<file path="config.mk">
export PLATFORM = sky130hd
export DESIGN_NAME = pfb_mux_2x
export DESIGN_NICKNAME = d
export VERILOG_FILES = /design/src/rtl/dsp_pkg.sv /design/src/rtl/pfb_mux_2x_overlap_buf.sv /design/src/rtl/pfb_mux_2x.sv
export SDC_FILE = /design/constraint.sdc
export NUM_CORES = 1
export LEC_CHECK = 0
export ABC_AREA = 1
export CAP_MARGIN = 40
export CORE_MARGIN = 2
export CORE_UTILIZATION = 61
export CTS_CLUSTER_SIZE = 40
export DETAILED_ROUTE_END_ITERATION = 16
export PLACE_DENSITY = 0.87
export SETUP_SLACK_MARGIN = 0.3
export SYNTH_ARGS = -nofsm -noshare
export SYNTH_HDL_FRONTEND = slang
export SYNTH_SLANG_ARGS = --single-unit
</file>
<file path="constraint.sdc">
create_clock -name Clk -period 6.9 [get_ports Clk]
set_input_delay 1.035 -clock Clk [delete_from_list [all_inputs] [get_ports Clk]]
set_output_delay 1.035 -clock Clk [all_outputs]
set_load 0.05 [all_outputs]
</file>
<file path="src/rtl/dsp_pkg.sv">
// Shared types and arithmetic helpers for the polyphase filterbank datapath.
package dsp_pkg;

    typedef enum logic {
        RUN,
        RESYNC
    } pfb_mux_state_t;

    // Widest sum sat_add can clip; callers sign-extend into it and keep the low bits.
    localparam int unsigned SAT_MAX_W = 32;

    typedef struct packed {
        logic                        clipped;
        logic signed [SAT_MAX_W-1:0] value;
    } sat_result_t;

    function automatic sat_result_t sat_add(
        input logic signed [SAT_MAX_W-1:0] a,
        input logic signed [SAT_MAX_W-1:0] b,
        input int unsigned                 w
    );
        logic signed [SAT_MAX_W-1:0] sum;
        logic signed [SAT_MAX_W-1:0] hi;
        logic signed [SAT_MAX_W-1:0] lo;
        sat_result_t                 r;
        sum       = a + b;
        hi        = (SAT_MAX_W'(1) << (w - 1)) - SAT_MAX_W'(1);
        lo        = ~hi;
        r.clipped = 1'b1;
        if (sum > hi) begin
            r.value = hi;
        end else if (sum < lo) begin
            r.value = lo;
        end else begin
            r.value   = sum;
            r.clipped = 1'b0;
        end
        return r;
    endfunction

endpackage

</file>
<file path="src/rtl/pfb_mux_2x_overlap_buf.sv">
// Half-frame I/Q overlap store: second-half samples are written, the next
// frame's first half reads them asynchronously (maps to distributed RAM).
module pfb_mux_2x_overlap_buf #(
    parameter int unsigned DEPTH      = 16,
    parameter int unsigned ADDR_WIDTH = 4,
    parameter int unsigned DATA_WIDTH = 16
) (
    input  logic                         clk_i,
    input  logic                         wr_en_i,
    input  logic [ADDR_WIDTH-1:0]        wr_addr_i,
    input  logic signed [DATA_WIDTH-1:0] wr_re_i,
    input  logic signed [DATA_WIDTH-1:0] wr_im_i,
    input  logic [ADDR_WIDTH-1:0]        rd_addr_i,
    output logic signed [DATA_WIDTH-1:0] rd_re_o,
    output logic signed [DATA_WIDTH-1:0] rd_im_o
);

    logic [2*DATA_WIDTH-1:0] mem_q [DEPTH];

    always_ff @(posedge clk_i) begin
        if (wr_en_i) begin
            mem_q[wr_addr_i] <= {wr_re_i, wr_im_i};
        end
    end

    assign {rd_re_o, rd_im_o} = mem_q[rd_addr_i];

endmodule

</file>
<file path="src/rtl/pfb_mux_2x.sv">
// 2x-oversampled PFB synthesis overlap-add stage (frame -> serial stream).
// Define PFB_MUX_2X_SATURATE_EN to saturate the sum instead of wrapping.
module pfb_mux_2x
    import dsp_pkg::*;
#(
    parameter int unsigned CHANNEL_COUNT       = 32,
    parameter int unsigned CHANNEL_INDEX_WIDTH = $clog2(CHANNEL_COUNT),
    parameter int unsigned DATA_WIDTH          = 16
) (
    input  logic                           Clk,
    input  logic                           Rst,
    input  logic                           Input_valid,
    input  logic [CHANNEL_INDEX_WIDTH-1:0] Input_channel,
    input  logic signed [DATA_WIDTH-1:0]   Input_i,
    input  logic signed [DATA_WIDTH-1:0]   Input_q,
    output logic                           Output_valid,
    output logic                           Output_first,
    output logic signed [DATA_WIDTH-1:0]   Output_i,
    output logic signed [DATA_WIDTH-1:0]   Output_q,
    output logic                           Error_sequence,
    output logic                           Output_saturated
);

    localparam int unsigned H  = CHANNEL_COUNT / 2;
    localparam int unsigned AW = CHANNEL_INDEX_WIDTH - 1;
    localparam logic [CHANNEL_INDEX_WIDTH-1:0] LAST_CH = CHANNEL_INDEX_WIDTH'(CHANNEL_COUNT - 1);
`ifdef PFB_MUX_2X_SATURATE_EN
    localparam int unsigned SUM_W = DATA_WIDTH + 1;
`else
    localparam int unsigned SUM_W = DATA_WIDTH;  // wrapping drops the carry, so add at output width
`endif

    typedef struct packed {
        logic signed [DATA_WIDTH-1:0] i;
        logic signed [DATA_WIDTH-1:0] q;
    } cplx_t;

    typedef struct packed {
        logic signed [SUM_W-1:0] i;
        logic signed [SUM_W-1:0] q;
    } sum_t;

    pfb_mux_state_t                 state_q, state_d;
    logic [CHANNEL_INDEX_WIDTH-1:0] p_q, p_d, pos;
    logic                           prev_valid_q, prev_valid_d;
    logic                           accept, use_prev, seq_err;
    logic                           out1_d, out1_q, first1_d, first1_q, err1_q;
    cplx_t                          in_s, rd_s, add_s, red_s, out_s_q;
    sum_t                           sum_d, sum1_q;
    logic signed [DATA_WIDTH-1:0]   rd_re, rd_im;
    logic                           red_clip;
    logic                           out_valid_q, out_first_q, err_q, sat_q;

    assign in_s = {Input_i, Input_q};
    assign rd_s = {rd_re, rd_im};

    pfb_mux_2x_overlap_buf #(
        .DEPTH      (H),
        .ADDR_WIDTH (AW),
        .DATA_WIDTH (DATA_WIDTH)
    ) u_buf (
        .clk_i     (Clk),
        .wr_en_i   (accept & pos[CHANNEL_INDEX_WIDTH-1]),
        .wr_addr_i (pos[AW-1:0]),
        .wr_re_i   (Input_i),
        .wr_im_i   (Input_q),
        .rd_addr_i (pos[AW-1:0]),
        .rd_re_o   (rd_re),
        .rd_im_o   (rd_im)
    );

    // A violating sample on the top channel restarts the frame on itself.
    always_comb begin
        state_d      = state_q;
        p_d          = p_q;
        prev_valid_d = prev_valid_q;
        accept       = 1'b0;
        pos          = p_q;
        use_prev     = prev_valid_q;
        seq_err      = 1'b0;
        if (Input_valid) begin
            case (state_q)
                RUN: begin
                    if (Input_channel == LAST_CH - p_q) begin
                        accept = 1'b1;
                    end else begin
                        seq_err      = 1'b1;
                        use_prev     = 1'b0;
                        prev_valid_d = 1'b0;
                        if (Input_channel == LAST_CH) begin
                            accept = 1'b1;
                            pos    = '0;
                        end else begin
                            state_d = RESYNC;
                        end
                    end
                end
                RESYNC: begin
                    if (Input_channel == LAST_CH) begin
                        accept  = 1'b1;
                        pos     = '0;
                        state_d = RUN;
                    end
                end
                default: state_d = RUN;
            endcase
        end
        if (accept) begin
            p_d = pos + 1'b1;
            if (pos == LAST_CH) begin
                prev_valid_d = 1'b1;
            end
        end
        out1_d   = accept & ~pos[CHANNEL_INDEX_WIDTH-1];
        first1_d = out1_d & (pos == '0);
        add_s    = use_prev ? rd_s : '0;
        sum_d.i  = SUM_W'(in_s.i) + SUM_W'(add_s.i);
        sum_d.q  = SUM_W'(in_s.q) + SUM_W'(add_s.q);
    end

`ifdef PFB_MUX_2X_SATURATE_EN
    sat_result_t sat_re, sat_im;
    logic        unused_sat_hi;
    always_comb begin
        sat_re = sat_add(SAT_MAX_W'(sum1_q.i), '0, DATA_WIDTH);
        sat_im = sat_add(SAT_MAX_W'(sum1_q.q), '0, DATA_WIDTH);
    end
    assign red_s         = {sat_re.value[DATA_WIDTH-1:0], sat_im.value[DATA_WIDTH-1:0]};
    assign red_clip      = sat_re.clipped | sat_im.clipped;
    assign unused_sat_hi = ^{sat_re.value[SAT_MAX_W-1:DATA_WIDTH], sat_im.value[SAT_MAX_W-1:DATA_WIDTH]};
`else
    assign red_s    = sum1_q;
    assign red_clip = 1'b0;
`endif

    always_ff @(posedge Clk) begin
        if (Rst) begin
            state_q      <= RUN;
            p_q          <= '0;
            prev_valid_q <= 1'b0;
            out1_q       <= 1'b0;
            first1_q     <= 1'b0;
            err1_q       <= 1'b0;
            sum1_q       <= '0;
            out_valid_q  <= 1'b0;
            out_first_q  <= 1'b0;
            err_q        <= 1'b0;
            sat_q        <= 1'b0;
            out_s_q      <= '0;
        end else begin
            state_q      <= state_d;
            p_q          <= p_d;
            prev_valid_q <= prev_valid_d;
            out1_q       <= out1_d;
            first1_q     <= first1_d;
            err1_q       <= seq_err;
            sum1_q       <= sum_d;
            out_valid_q  <= out1_q;
            out_first_q  <= first1_q;
            err_q        <= err1_q;
            sat_q        <= out1_q & red_clip;
            if (out1_q) begin
                out_s_q <= red_s;
            end
        end
    end

    assign Output_valid     = out_valid_q;
    assign Output_first     = out_first_q;
    assign Output_i         = out_s_q.i;
    assign Output_q         = out_s_q.q;
    assign Error_sequence   = err_q;
    assign Output_saturated = sat_q;

endmodule

</file>
==> results of run 1 <==
-- per-stage QoR --
step | power [mW] | cells
6_report | 6.97 | 2644
3_3_place_gp | 4.19 | 2537
5_1_grt | 7.13 | 2644
4_1_cts | 6.97 | 2644
2_1_floorplan | 4.08 | 2010
3_5_place_dp | 4.20 | 2546
-- how the worst max path moves through the flow --
stage | startpoint | to | slack, ns | depth (start not counted)
2_1_floorplan | Input_channel[3] | u_buf.mem_q[15][0] | 1.08 | 8
3_3_place_gp | Input_channel[2] | red_s[13] | 1.46 | 18
3_5_place_dp | Input_channel[4] | red_s[13] | 1.39 | 17
4_1_cts | Input_channel[4] | red_s[12] | 2.00 | 23
5_1_grt | Input_channel[4] | red_s[12] | 1.51 | 23
6_report | Input_channel[2] | red_s[13] | 1.87 | 18
-- logic make-up after synthesis --
kind of cell / share of synthesized area [%]
AO/OA/AOI/OAI: 11.5
XOR/XNOR: 0.182
adder cells (fa/ha/maj): 1.99
buffers and inverters: 3.59
flip-flops: 70.3
other: 0.0156
AND/OR/NAND/NOR: 12.5
-- power groups by stage --
stage / combinational (mW) / sequential [mW] / clock (mW)
6_report: 0.244 / 3.89 / 2.84
5_1_grt: 0.262 / 3.88 / 2.98
4_1_cts: 0.238 / 3.89 / 2.85
3_5_place_dp: 0.235 / 3.96 / 0
3_3_place_gp: 0.221 / 3.96 / 0
2_1_floorplan: 0.113 / 3.97 / 0
-- flip-flops by register name, indices dropped and copies added (netlist names), 5 cells and up --
register and cells:
Output_i 16, Output_q 16, p_q 5, red_s 32, u_buf.mem_q 512
-- worst register-to-register path, delay by kind of cell, from the launching register on --
kind | cells | cell delay [ns]
AO/OA/AOI/OAI | 7 | 1.38
buffers and inverters | 5 | 1.10
AND/OR/NAND/NOR | 6 | 0.91
adder cells (fa/ha/maj) | 2 | 0.63
flip-flops | 1 | 0.37
XOR/XNOR | 1 | 0.20
-- area by class of cell --
type | count | area (um2)
Sequential cell | 589 | 16900
Fill cell | 2381 | 11500
Multi-Input combinational cell | 1232 | 6430
Clock buffer | 73 | 1480
Timing Repair Buffer | 131 | 1400
Tap cell | 518 | 648
Inverter | 76 | 285
Clock inverter | 25 | 186
-- placed cells by master, fill, tap and decap left out, types with 3 or more instances in the layout --
cell type,netlist,layout
o211ai_1,5,5
nand3_1,66,66
a22oi_1,25,25
ha_1,35,35
buf_12,0,11
a21o_1,5,5
buf_16,0,4
nor2_4,0,17
dfxtp_1,77,76
a32o_1,80,80
nor2_1,186,168
clkinv_1,2,10
a21oi_1,157,157
buf_4,15,40
edfxtp_1,512,512
o21ai_1,8,8
o221ai_1,25,25
nor3_2,4,4
clkbuf_1,35,16
xor2_1,5,5
inv_2,4,4
o21a_1,6,6
clkbuf_16,0,56
nand2_1,506,506
nor3_1,3,3
o21ai_0,95,95
clkinv_2,0,11
clkdlybuf4s50_1,0,74
inv_1,70,70
-- per-layer routing --
layer,part of all wire (%),track usage (%)
met1,36,40.4
met2,47,49.6
met3,12,7.32
met4,4.3,14.7
met5,0.016,0
==> results.md, run 1 <==
- Worst setup margin: between 1.5 and 2 ns
- Buffers & Inverters on Critical Path: 3
- CTS buffer count: 55
- Placed cell area: 25700 um2
- Post-synth ARST share: 0%
- Commonest cells in the synthesized netlist: 512 x edfxtp_1, 506 x nand2_1, 186 x nor2_1
- Gates resized, CTS repair: 0
- Synth Register Bits: a little under 600
- Hold wc startpoint: err1_q
- Antenna Diode Count: 0
- Slew margin rel.: slightly below 40%
- CP endpoint kind: register
- Worst R2R Start: p_q[0]
- Hold slack: 0.420 ns
- Crit path top cell by count: a21oi_1
- Final Slew Violations: 0
- Max Cap Viol: 0
- Worst Reg-to-Reg Cells: 21
- Status: complete, no violations
- Switching pwr: around 1.4 mW
- Yosys warnings: 0
- DRC viols: 0
- DRT iter0 DRCs: 2585
- CP max stage delay: approximately 0.65 ns
- Hpwl dp: between 30000 and 40000 um
- Layout cells sized above 1: roughly 7.7%
- Maximum vdd drop: 0.206 mV
- Core area: about 39000 um2
- Vias: around 17000
- Area Overhead vs Synth: 13.6%
- Clk_lat worst skew: ~0.62 ns
- Pre-antenna DRT Iters: 6
- Die Ht: around 200 um
- Clock power share: ~41%
- Final RePlAce weighted congestion: 0.927
- Sequential power share: between 50 and 60%
- Post-Syn Area: 24100 um2
- Ys flop type: edfxtp_1
- Synth top area share: a little under two thirds
- Net Sw Frac: 20.7%
- Skew final: between 0.02 and 0.025 ns
- R2R Path End: red_s[28]
- Die W: roughly 200 um
- CTS clk-pin slew, worst paths: approximately 0.06 ns
- CP max FO: between 50 and 60
- Post-Place Worst Slack: roughly 1.4 ns
- Crit start category: input pin
- Hold WC Path Type: register to register
- Worst EP required: 7.40 ns
- Hold EP: Error_sequence
- Initial Utilization: between 60% and 70%
- Die area: around 41000 um2
- Global-route congestion overflow total: 0
- Worst-Margin Slew: 0.903 ns
- Buffer depth of the longest clock path: 3
- CP Class: input pin to register
- Comb pwr share: ~3.5%
- Finished Cell Area: 27400 um2
- Number of buffers added on ports: between 70 and 80
- CTS tree: built
- DRT antenna net count: 0
- Initial antenna violation count: 1
- Synth cell types: 43
- Top-Level Pins: 76
- Top delay family on crit path: compound AO/OA/AOI/OAI gates
- Vias in the first global route: ~17000
- Ranking of synthesized cells by area: edfxtp_1 64%, nand2_1 7.9%, dfxtp_1 6.4%
- Clock tree sinks: between 500 and 600
- Largest net degree at the start of global routing: 80
- RSZ-0062 raised after global routing: false
- Pwr Density: roughly 250 nW/um2
- Setup violators final: 0
- Reg2Reg Setup Slack: 2.24 ns
- Cells after synthesis: 2010
- Fin util: about 70%
- Post-synthesis sequential area ratio: between 70% and 80%
- GRT Total Usage: a little under a third
- CP Cell Sequence: clkdlybuf4s50_1 > inv_1 > nor2_2 > nand2_2 > o21ai_4 > buf_4 > a21oi_1 > a32o_1 > nand2_1 > o211ai_1 > nor2_1 > ha_1 > a21oi_1 > o21a_1 > o311ai_0 > a21oi_1 > o21ai_0 > a21oi_1
- Cell with the largest stage delay on the worst path: o311ai_0
- Setup Buffers After CTS: 0
- Mean Syn Cell Area: 12.0 um2
- Post-layout min period: slightly above 5 ns
- Net Count, Synth: approximately 2100
- Most common cell in the netlist: edfxtp_1
- Lkg Pwr: 10.1 nW
- Total Wirelength: 63600 um
- # H-tree levels: 2
- Site row count: ~70
- Worst Hold Depth: 2
- Crit path DAT: around 5.5 ns
- Wire length per cell: about 24 um
- Final #Nets: approximately 2200
- Clk root buf: clkbuf_16
- Via density: about 6.5
- First-pass GRT wire length: around 96000 um
- Peak Freq: between 150 and 200 MHz
- Tcrit/Tclk final: 72.9%
- Final setup TNS: 0 ns
- Final Hold Viols: 0
- Power Internal: 5.53 mW
- Hold buffer count at CTS: 0
- Top cell type by total area after synthesis: edfxtp_1
- Post-synth EDFFs: approximately 510
Note: power is estimated with default switching activity, not from simulation.
==> run 2: changes to the inputs <==
--- a/config.mk
+++ b/config.mk
@@ -8,10 +8,10 @@
 export ABC_AREA = 1
 export CAP_MARGIN = 40
 export CORE_MARGIN = 2
-export CORE_UTILIZATION = 61
+export CORE_UTILIZATION = 55
 export CTS_CLUSTER_SIZE = 40
 export DETAILED_ROUTE_END_ITERATION = 16
-export PLACE_DENSITY = 0.87
+export PLACE_DENSITY = 0.83
 export SETUP_SLACK_MARGIN = 0.3
 export SYNTH_ARGS = -nofsm -noshare
 export SYNTH_HDL_FRONTEND = slang
==> constraint.sdc (replaced) <==
create_clock -name Clk -period 4.12 [get_ports Clk]
set_input_delay 0.618 -clock Clk [delete_from_list [all_inputs] [get_ports Clk]]
set_output_delay 0.618 -clock Clk [all_outputs]
set_load 0.05 [all_outputs]
==> results.md, run 2 (synthesis results as in run 1) <==
- Status: complete, no violations (unchanged)
- Max reg flops: 512 (unchanged)
- GRT Total Usage: 29.9% (was 31.0%)
- RSZ-0062 raised after global routing: true (was false)
- Layout cells sized above 1: 16.0% (was 7.71%)
- Tot Pwr: 12.3 mW (was 6.97 mW)
- # H-tree levels: 2 (unchanged)
- Hold EP: Error_sequence (unchanged)
- Worst R2R Start: p_q[1] (was p_q[0])
- Crit start category: input pin (unchanged)
- Final Hold Viols: 0 (unchanged)
- Post-layout min period: ~3.9 ns
- Clk_lat worst skew: 0.62 ns (about the same)
- Crit path DAT: 4.40 ns (was 5.53 ns)
- Hold wc startpoint: err1_q (unchanged)
- Die W: 213 um (was 203 um)
- Global-route congestion overflow total: 0 (unchanged)
- Area Overhead vs Synth: 21.8% (was 13.6%)
- # fillers: 2833 (was 2381)
- Number of buffers added on ports: 74 (unchanged)
- Hold WC Path Type: register to register (unchanged)
- Pre-antenna DRT Iters: 6 (unchanged)
- Peak Freq: 259 MHz
- Skew final: 0.0290 ns (was 0.0217 ns)
- CTS clk-pin slew, worst paths: 0.06 ns (about the same)
- Final Slew Violations: 0 (unchanged)
- CTS tree: built (unchanged)
- Die Ht: 213 um (was 203 um)
- Pwr Density: 419 nW/um2 (was 255 nW/um2)
- Final #Nets: 2324 (was 2162)
- Top-Level Pins: 76 (unchanged)
- Wire length per cell: 24.1 um (about the same)
- R2R Path End: red_s[31] (was red_s[28])
- Lkg Pwr: 11.2 nW (was 10.1 nW)
- CTS buffer count: 56 (was 55)
- Core area: 43200 um2 (was 38800 um2)
- First-pass GRT wire length: 101000 um (was 95700 um)
- Reg with most FFs: u_buf.mem_q (unchanged)
- Tcrit/Tclk final: 93.7%
- Fin util: 67.9% (was 70.4%)
- Clk root buf: clkbuf_16 (unchanged)
- CP max FO: 45 (was 57)
- DRT antenna net count: 0 (unchanged)
- Clock tree sinks: 589 (unchanged)
- Leading cell type in the layout, fill and taps excluded: edfxtp_1 (unchanged)
- Slew margin rel.: 42.1% (was 39.7%)
- Commonest non-fill, non-tap cells in the layout: 512 x edfxtp_1, 505 x nand2_1, 171 x buf_4, 165 x nor2_1, 151 x a21oi_1 (was 512 x edfxtp_1, 506 x nand2_1, 168 x nor2_1, 157 x a21oi_1, 95 x o21ai_0)
- Hold buffer count at CTS: 0 (unchanged)
- Worst-Margin Slew: 0.868 ns (was 0.903 ns)
- CP endpoint kind: register (unchanged)
- Setup violators final: 0 (unchanged)
- Worst Reg-to-Reg Cells: 19 (was 21)
- Initial Utilization: 55.8% (was 62.0%)
- Vias: 17800 (was 17100)
- Buffer depth of the longest clock path: 3 (unchanged)
- Die area: 45500 um2 (was 41100 um2)
- Maximum vdd drop: 0.406 mV (was 0.206 mV)
- Site row count: 76 (was 72)
- Final RePlAce weighted congestion: 0.937 (was 0.927)
- Max Cap Viol: 0 (unchanged)
- Worst Hold Depth: 2 (unchanged)
- Initial antenna violation count: 1 (unchanged)
- DRC viols: 0 (unchanged)
- Hpwl dp: 41000 um (was 37600 um)
- Via density: 6.18 (was 6.47)
- Worst EP required: 4.66 ns (was 7.40 ns)
- Reg2Reg Setup Slack: 0.56 ns (was 2.24 ns)
- CP Class: input pin to register (unchanged)
- Largest net degree at the start of global routing: 85 (was 80)
- Vias in the first global route: 17100 (was 16700)
- DRT iter0 DRCs: 2756 (was 2585)
- Hold slack: 0.405 ns (was 0.420 ns)
- Total Wirelength: 69400 um (was 63600 um)
## run 2: critical path, cell delays in order
cell and delay, ns:
clkdlybuf4s50_1 0.48, inv_1 0.06, nor2_2 0.15, nand2_4 0.10, o21ai_4 0.15, buf_12 0.18, buf_12 0.15, buf_16 0.21
nand2_1 0.09, a32o_1 0.24, nand2_1 0.08, o211ai_1 0.10, nor2_1 0.15, ha_1 0.30, a21oi_1 0.16, nand2_1 0.10
a21oi_2 0.17, o21ai_1 0.13, a221o_1 0.39, nand2_1 0.13, nand2_1 0.09, nor2_2 0.15
## run 2: power breakdown
part	internal [mW]	total (mW)	leakage (nW)	switching, mW
sequential	6.50	6.51	5.23	0.0116
clock	3.08	5.28	0.949	2.20
combinational	0.183	0.490	5.01	0.307
## run 2: stage by stage
stage	setup TNS, ns	area (um2)	setup WS [ns]	std cells
2_1_floorplan	0	24100	0.415	2010
6_report	0	29300	0.258	2879
4_1_cts	0	28900	0.286	2864
5_1_grt	0	29300	0.141	2879
3_3_place_gp	-3.32	26900	-0.333	2755
3_5_place_dp	-5.01	27000	-0.444	2758
## run 2: metal layers
| metal | vias up | wire length (um) | global-route usage [%] |
|---|---|---|---|
| li1 | 7706 | - | - |
| met1 | 8580 | 25500 | 40.3 |
| met2 | 1271 | 32400 | 47.7 |
| met3 | 224 | 8360 | 5.82 |
| met4 | 0 | 3140 | 12.8 |
| met5 | - | 0 | 0 |
## run 2: timing repair
item | 4_1_cts | 5_1_grt
pin swaps | 1 | 7
cloned | 0 | 6
resized for setup | 5 | 44
endpoints found under the setup margin | 7 | 16
setup buffers | 2 | 7
## run 2: worst max-delay path by stage
stage                           from   endpoint  slack, ns
finish              Input_channel[2]  red_s[31]       0.26
detailed placement  Input_channel[0]  red_s[28]      -0.44
global route        Input_channel[1]  red_s[31]       0.14
CTS                 Input_channel[0]  red_s[28]       0.29
global placement    Input_channel[0]  red_s[28]      -0.33
floorplan           Input_channel[0]  red_s[28]       0.42
## run 2: final cells by class
cell class / count / area (um2) / share of cell area (%)
flip-flops and latches: 589 / 16900 / 57.7
multi-input cells: 1232 / 6530 / 22.3
repair buffers: 292 / 2950 / 10.1
clock buffers: 74 / 1580 / 5.39
well taps: 585 / 732 / 2.50
clock inverters: 30 / 318 / 1.08
inverters: 76 / 285 / 0.973
diodes: 1 / 2.50 / 0.00854
